===== config.mk =====
export PLATFORM = sky130hd
export DESIGN_NAME = mdu_issue_ctrl
export DESIGN_NICKNAME = d
export VERILOG_FILES = /design/src/rtl/mdu_issue_ctrl.sv
export SDC_FILE = /design/constraint.sdc
export NUM_CORES = 1
export LEC_CHECK = 0
export ABC_CLOCK_PERIOD_IN_PS = 1900
export BUFFER_PORTS_ARGS = -buffer_cell sky130_fd_sc_hd__buf_4
export CAP_MARGIN = 20
export CORE_UTILIZATION = 46
export DETAILED_ROUTE_END_ITERATION = 6
export PLACE_DENSITY = 0.75
export SYNTH_ARGS = -nofsm -noshare
export SYNTH_HDL_FRONTEND = slang
export SYNTH_SLANG_ARGS = --single-unit

===== constraint.sdc =====
create_clock -name clk -period 1.9 [get_ports clk]
set_input_delay 0.38 -clock clk [delete_from_list [all_inputs] [get_ports clk]]
set_output_delay 0.38 -clock clk [all_outputs]
set_load 0.02 [all_outputs]

===== src/rtl/mdu_issue_ctrl.sv =====
// Issue/hazard controller for the multiply/divide unit: gates E-stage ops onto the
// MDU control bus, shadows the MDU busy counter, stalls D on HI/LO hazards, flags errors.
module mdu_issue_ctrl #(
  parameter int unsigned MUL_CYCLES = 5,
  parameter int unsigned DIV_CYCLES = 10
) (
  input  logic        clk,
  input  logic        reset,
  input  logic        req_i,
  input  logic        e_valid_i,
  input  logic [3:0]  e_op_i,
  input  logic [3:0]  d_op_i,
  input  logic        mdu_busy_i,
  output logic [3:0]  mdu_ctrl_o,
  output logic        stall_d_o,
  output logic        shadow_busy_o,
  output logic [3:0]  remaining_o,
  output logic        mismatch_o,
  output logic        issue_err_o,
  output logic [15:0] stall_cnt_o
);

  localparam logic [3:0] OP_NONE  = 4'd0;
  localparam logic [3:0] OP_MULT  = 4'd1;
  localparam logic [3:0] OP_DIV   = 4'd3;
  localparam logic [3:0] OP_DIVU  = 4'd4;
  localparam logic [3:0] OP_MTHI  = 4'd5;
  localparam logic [3:0] OP_MTLO  = 4'd6;
  localparam logic [3:0] OP_MADD  = 4'd7;
  localparam logic [3:0] OP_MSUBU = 4'd10;
  localparam logic [3:0] OP_MFLO  = 4'd12;

  localparam logic [3:0] MUL_LOAD = 4'(MUL_CYCLES);
  localparam logic [3:0] DIV_LOAD = 4'(DIV_CYCLES);

  function automatic logic is_long(input logic [3:0] op);
    return ((op >= OP_MULT) && (op <= OP_DIVU)) || ((op >= OP_MADD) && (op <= OP_MSUBU));
  endfunction

  function automatic logic is_mt(input logic [3:0] op);
    return (op == OP_MTHI) || (op == OP_MTLO);
  endfunction

  function automatic logic is_div(input logic [3:0] op);
    return (op == OP_DIV) || (op == OP_DIVU);
  endfunction

  function automatic logic is_d_md(input logic [3:0] op);
    return (op >= OP_MULT) && (op <= OP_MFLO);
  endfunction

  logic [3:0]  cnt_q, cnt_d;
  logic        chk_en_q, chk_en_d;
  logic        mismatch_q, mismatch_d;
  logic        issue_err_q, issue_err_d;
  logic [15:0] stall_cnt_q, stall_cnt_d;

  logic        shadow_busy_s;
  logic        e_cand_s;
  logic [3:0]  mdu_ctrl_s;
  logic        issue_long_s;
  logic        stall_d_s;

  assign shadow_busy_s = (cnt_q != 4'd0);

  // Issue gating and D-stage hazard detection.
  always_comb begin
    e_cand_s     = 1'b0;
    mdu_ctrl_s   = OP_NONE;
    issue_long_s = 1'b0;
    stall_d_s    = 1'b0;
    e_cand_s = e_valid_i && !req_i && (is_long(e_op_i) || is_mt(e_op_i));
    if (e_cand_s && !shadow_busy_s) begin
      mdu_ctrl_s = e_op_i;
    end else begin
      mdu_ctrl_s = OP_NONE;
    end
    issue_long_s = is_long(mdu_ctrl_s);
    // A just-issued long op blocks D in the same cycle, before cnt reflects it.
    stall_d_s = is_d_md(d_op_i) && (shadow_busy_s || issue_long_s);
  end

  // Next state for the shadow counter, sticky flags and stall counter.
  always_comb begin
    cnt_d       = cnt_q;
    chk_en_d    = 1'b1;
    mismatch_d  = mismatch_q;
    issue_err_d = issue_err_q;
    stall_cnt_d = stall_cnt_q;

    // req freezes the MDU, so the shadow must freeze with it.
    if (req_i) begin
      cnt_d = cnt_q;
    end else if (issue_long_s) begin
      cnt_d = is_div(mdu_ctrl_s) ? DIV_LOAD : MUL_LOAD;
    end else if (cnt_q != 4'd0) begin
      cnt_d = cnt_q - 4'd1;
    end else begin
      cnt_d = cnt_q;
    end

    if (chk_en_q && (mdu_busy_i != shadow_busy_s)) begin
      mismatch_d = 1'b1;
    end else begin
      mismatch_d = mismatch_q;
    end

    if (e_cand_s && shadow_busy_s) begin
      issue_err_d = 1'b1;
    end else begin
      issue_err_d = issue_err_q;
    end

    if (stall_d_s && (stall_cnt_q != 16'hFFFF)) begin
      stall_cnt_d = stall_cnt_q + 16'd1;
    end else begin
      stall_cnt_d = stall_cnt_q;
    end
  end

  // State registers with synchronous reset.
  always_ff @(posedge clk) begin
    if (reset) begin
      cnt_q       <= 4'd0;
      chk_en_q    <= 1'b0;
      mismatch_q  <= 1'b0;
      issue_err_q <= 1'b0;
      stall_cnt_q <= 16'd0;
    end else begin
      cnt_q       <= cnt_d;
      chk_en_q    <= chk_en_d;
      mismatch_q  <= mismatch_d;
      issue_err_q <= issue_err_d;
      stall_cnt_q <= stall_cnt_d;
    end
  end

  assign mdu_ctrl_o    = mdu_ctrl_s;
  assign stall_d_o     = stall_d_s;
  assign shadow_busy_o = shadow_busy_s;
  assign remaining_o   = cnt_q;
  assign mismatch_o    = mismatch_q;
  assign issue_err_o   = issue_err_q;
  assign stall_cnt_o   = stall_cnt_q;

endmodule


==> metrics <==
status finished with violations; failing checks setup timing; WL final 4680 um; hold path startpoint mdu_busy_i; Sw Ratio 40.5%; GRT Resource Usage Total 26.2%; synth top area cells dfxtp_1 32%, o31ai_1 5.7%, or4_1 5.7%, a21oi_1 5.5%, nand4_1 3.0%; Critical R2R Launch remaining_o[1]; Gate power share 71.8%; initial detailed-routing violation count 102; Post-synth top flop dfxtp_1; synthesized netlist cell count 172; port bufs 40; Routed wire per std cell 16.1 um; largest net degree at the start of global routing 25; yosys warns 0; skew final 0.00600 ns; final setup margin -0.250 ns; worst endpoint required time 1.52 ns; Num CTS Buffers 3; crit path DAT 1.77 ns; # hold bufs at CTS 0; Rows 19; Final #Nets 264; internal power 1780 uW; Filler Cells Inserted 182; net load switching power 1210 uW; ys async rst share 0%; ANT nets after route 0; share of layout cells above drive strength 1 55.6%; DIE WIDTH 58.1 um; Hold WC Path Type in -> reg; H-tree levels 1; final hold viol count 0; Worst R2R End stall_cnt_o[13]; crit-path max FO 5; sequential fraction of the synthesis area 31.8%; Clk pwr share 7.9%; CTS Root Cell clkbuf_4; Post-DP HPWL 2910 um; syn nets 187; Initial DRT Pass Iterations 4; actual slew at the worst max-slew pin 0.378 ns; clock slew seen by the registers of the worst setup and hold paths 0.13 ns; Max Freq 465 MHz; die footprint 3370 um^2; vias in the first global route 1,625; top-count cell post-synth dfxtp_1; IO Count 41; GP Congestion 0.840; Post-synth EDFFs 0; first-pass GRT wire length 6990 um; Die Y 58.1 um; CP max stage cell dfxtp_2; #FFs+latches synth 23; clk sinks 23; Vias/cell 5.87; DRC 0; CP peak stage delay 0.35 ns; CP Launch Type register; placed insts 272; RSZ-0062 raised after global routing true; area grow syn2layout 63.3%; Seq pwr share 20.3%; grt ovf 0; Final period util 113%; synthesized area per cell 8.41 um^2; initial antenna violation count 0; Synth area leader dfxtp_1; total power 2990 uW; Setup crit end kind output pin; Leakage 0.000958 uW; MaxCap Viol Count 0; Initial Utilization 50.3%; reg-to-reg setup timing slack -0.22 ns; endpoints failing setup 24; Relative slew margins 74.1%; PD cells 1270 nW/um^2; Final Instance Count excl. Fillers 290; Worst Hold End mismatch_o; worst r2r path cells 12; post-synth cell types 50; core area 2880 um^2; via count 1,701; CTS tree built; Max Slew Vio Count 0; hold-critical path depth 4; path type of the worst setup path reg -> out; share of the synthesized area in the top cell type 31.8%; Diodes inserted 0; Max VDD drop 0.843 mV; clock latency on the worst-skew pair 0.33 ns; Post-Syn Area 1450 um^2; synth cell count leaders 23 x dfxtp_1, 16 x a21oi_1, 11 x o31ai_1, 11 x or4_1; CTS max path bufs 2; CP Cell Sequence inv_2 -> ha_4 -> nand2b_4 -> nor2_4 -> inv_4 -> a2111oi_4 -> and2_4 -> buf_6; crit path time final 2.15 ns
-- how the worst max path moves through the flow --
stage / from / end / slack, ns / depth (start not counted)
final: remaining_o[0] / mdu_ctrl_o[3] / -0.25 / 8
after global routing: remaining_o[0] / mdu_ctrl_o[3] / -0.35 / 8
after CTS: remaining_o[0] / mdu_ctrl_o[0] / -0.23 / 8
after detailed placement: remaining_o[1] / remaining_o[1] / -0.12 / 10
after global placement: e_op_i[1] / remaining_o[1] / -0.08 / 7
after floorplan: remaining_o[1] / mdu_ctrl_o[0] / -0.07 / 7
-- kinds of logic (layout without fill, tap and decap cells) --
group           count (synthesis)  in the layout  synth area share, %
compound gates                 52             52                 25.9
mux                             5              5                 3.72
fa+ha+maj                       2              2                 1.73
buf+inv                        19             95                 6.32
xor+xnor                        2              2                 1.21
flops                          23             23                 31.8
simple gates                   69             69                 29.3
-- layout make-up --
type                       instances  area (um^2)  share of cell area (%)
inverter                           8         32.5                    1.38
tap                               42         52.6                    2.22
multi-input combinational        130         1110                    47.0
clock buffer                       4         26.3                    1.11
sequential                        23          464                    19.7
timing repair buffer              83          676                    28.6
-- critical path: cells and delay by family, from the launching register on --
family / cells / cell delay, ns
AO/OA/AOI/OAI: 1 / 0.31
buffers and inverters: 3 / 0.22
AND/OR/NAND/NOR: 3 / 0.43
flip-flops: 1 / 0.35
adder cells (fa/ha/maj): 1 / 0.15
-- per-stage QoR --
| step | setup WS [ns] | area [um^2] | hold slack, ns | TNS, ns | util [%] |
|---|---|---|---|---|---|
| final | -0.250 | 2360 | 0.411 | -3.49 | 82.1 |
| after global routing | -0.349 | 2360 | 0.428 | -5.23 | 82.1 |
| after CTS | -0.227 | 2160 | 0.386 | -1.64 | 75.1 |
| after detailed placement | -0.122 | 2000 | 0.449 | -1.31 | 69.6 |
| after global placement | -0.0800 | 2000 | 0.445 | -0.827 | 69.6 |
| after floorplan | -0.0740 | 1510 | 0.433 | -0.345 | - |
-- routing by layer --
layer | global-route usage (%) | share of wire, % | vias up
met5 | 0 | 0 | -
met4 | 9.86 | 2.2 | 0
met3 | 4.02 | 4.6 | 13
met2 | 47.5 | 52 | 71
met1 | 30.9 | 41 | 809
li1 | - | - | 808
-- power by group through the flow --
stage | clock network, uW | registers [uW] | logic, uW
floorplan | 0 | 709 | 822
global placement | 0 | 611 | 1360
detailed placement | 0 | 617 | 1400
CTS | 240 | 606 | 1770
global route | 262 | 614 | 2290
finish | 237 | 608 | 2150
-- layout by cell type, fill, tap and decap left out, drive strengths merged, types with 3 or more instances in the layout --
master,n
nand4,7
or4,11
nand2b,3
o31ai,11
and2,6
nor4,4
nor2,11
nand2,11
a21oi,17
o21ai,5
a21o,3
inv,8
buf,83
mux2,3
nor2b,3
dfxtp,23
o21a,3
clkbuf,4
-- registers in the layout, indices dropped and copies added, names as in the netlist --
signal / count
stall_cnt_o: 16
remaining_o: 4
chk_en_q: 1
issue_err_o: 1
mismatch_o: 1
-- what timing repair did --
item	4_1_cts	5_1_grt
buffers inserted	9	7
setup endpoints to repair	18	25
resized for setup	19	37
pin swaps	26	14
cloned	0	0
No activity file was read; power rests on OpenSTA's default activity.
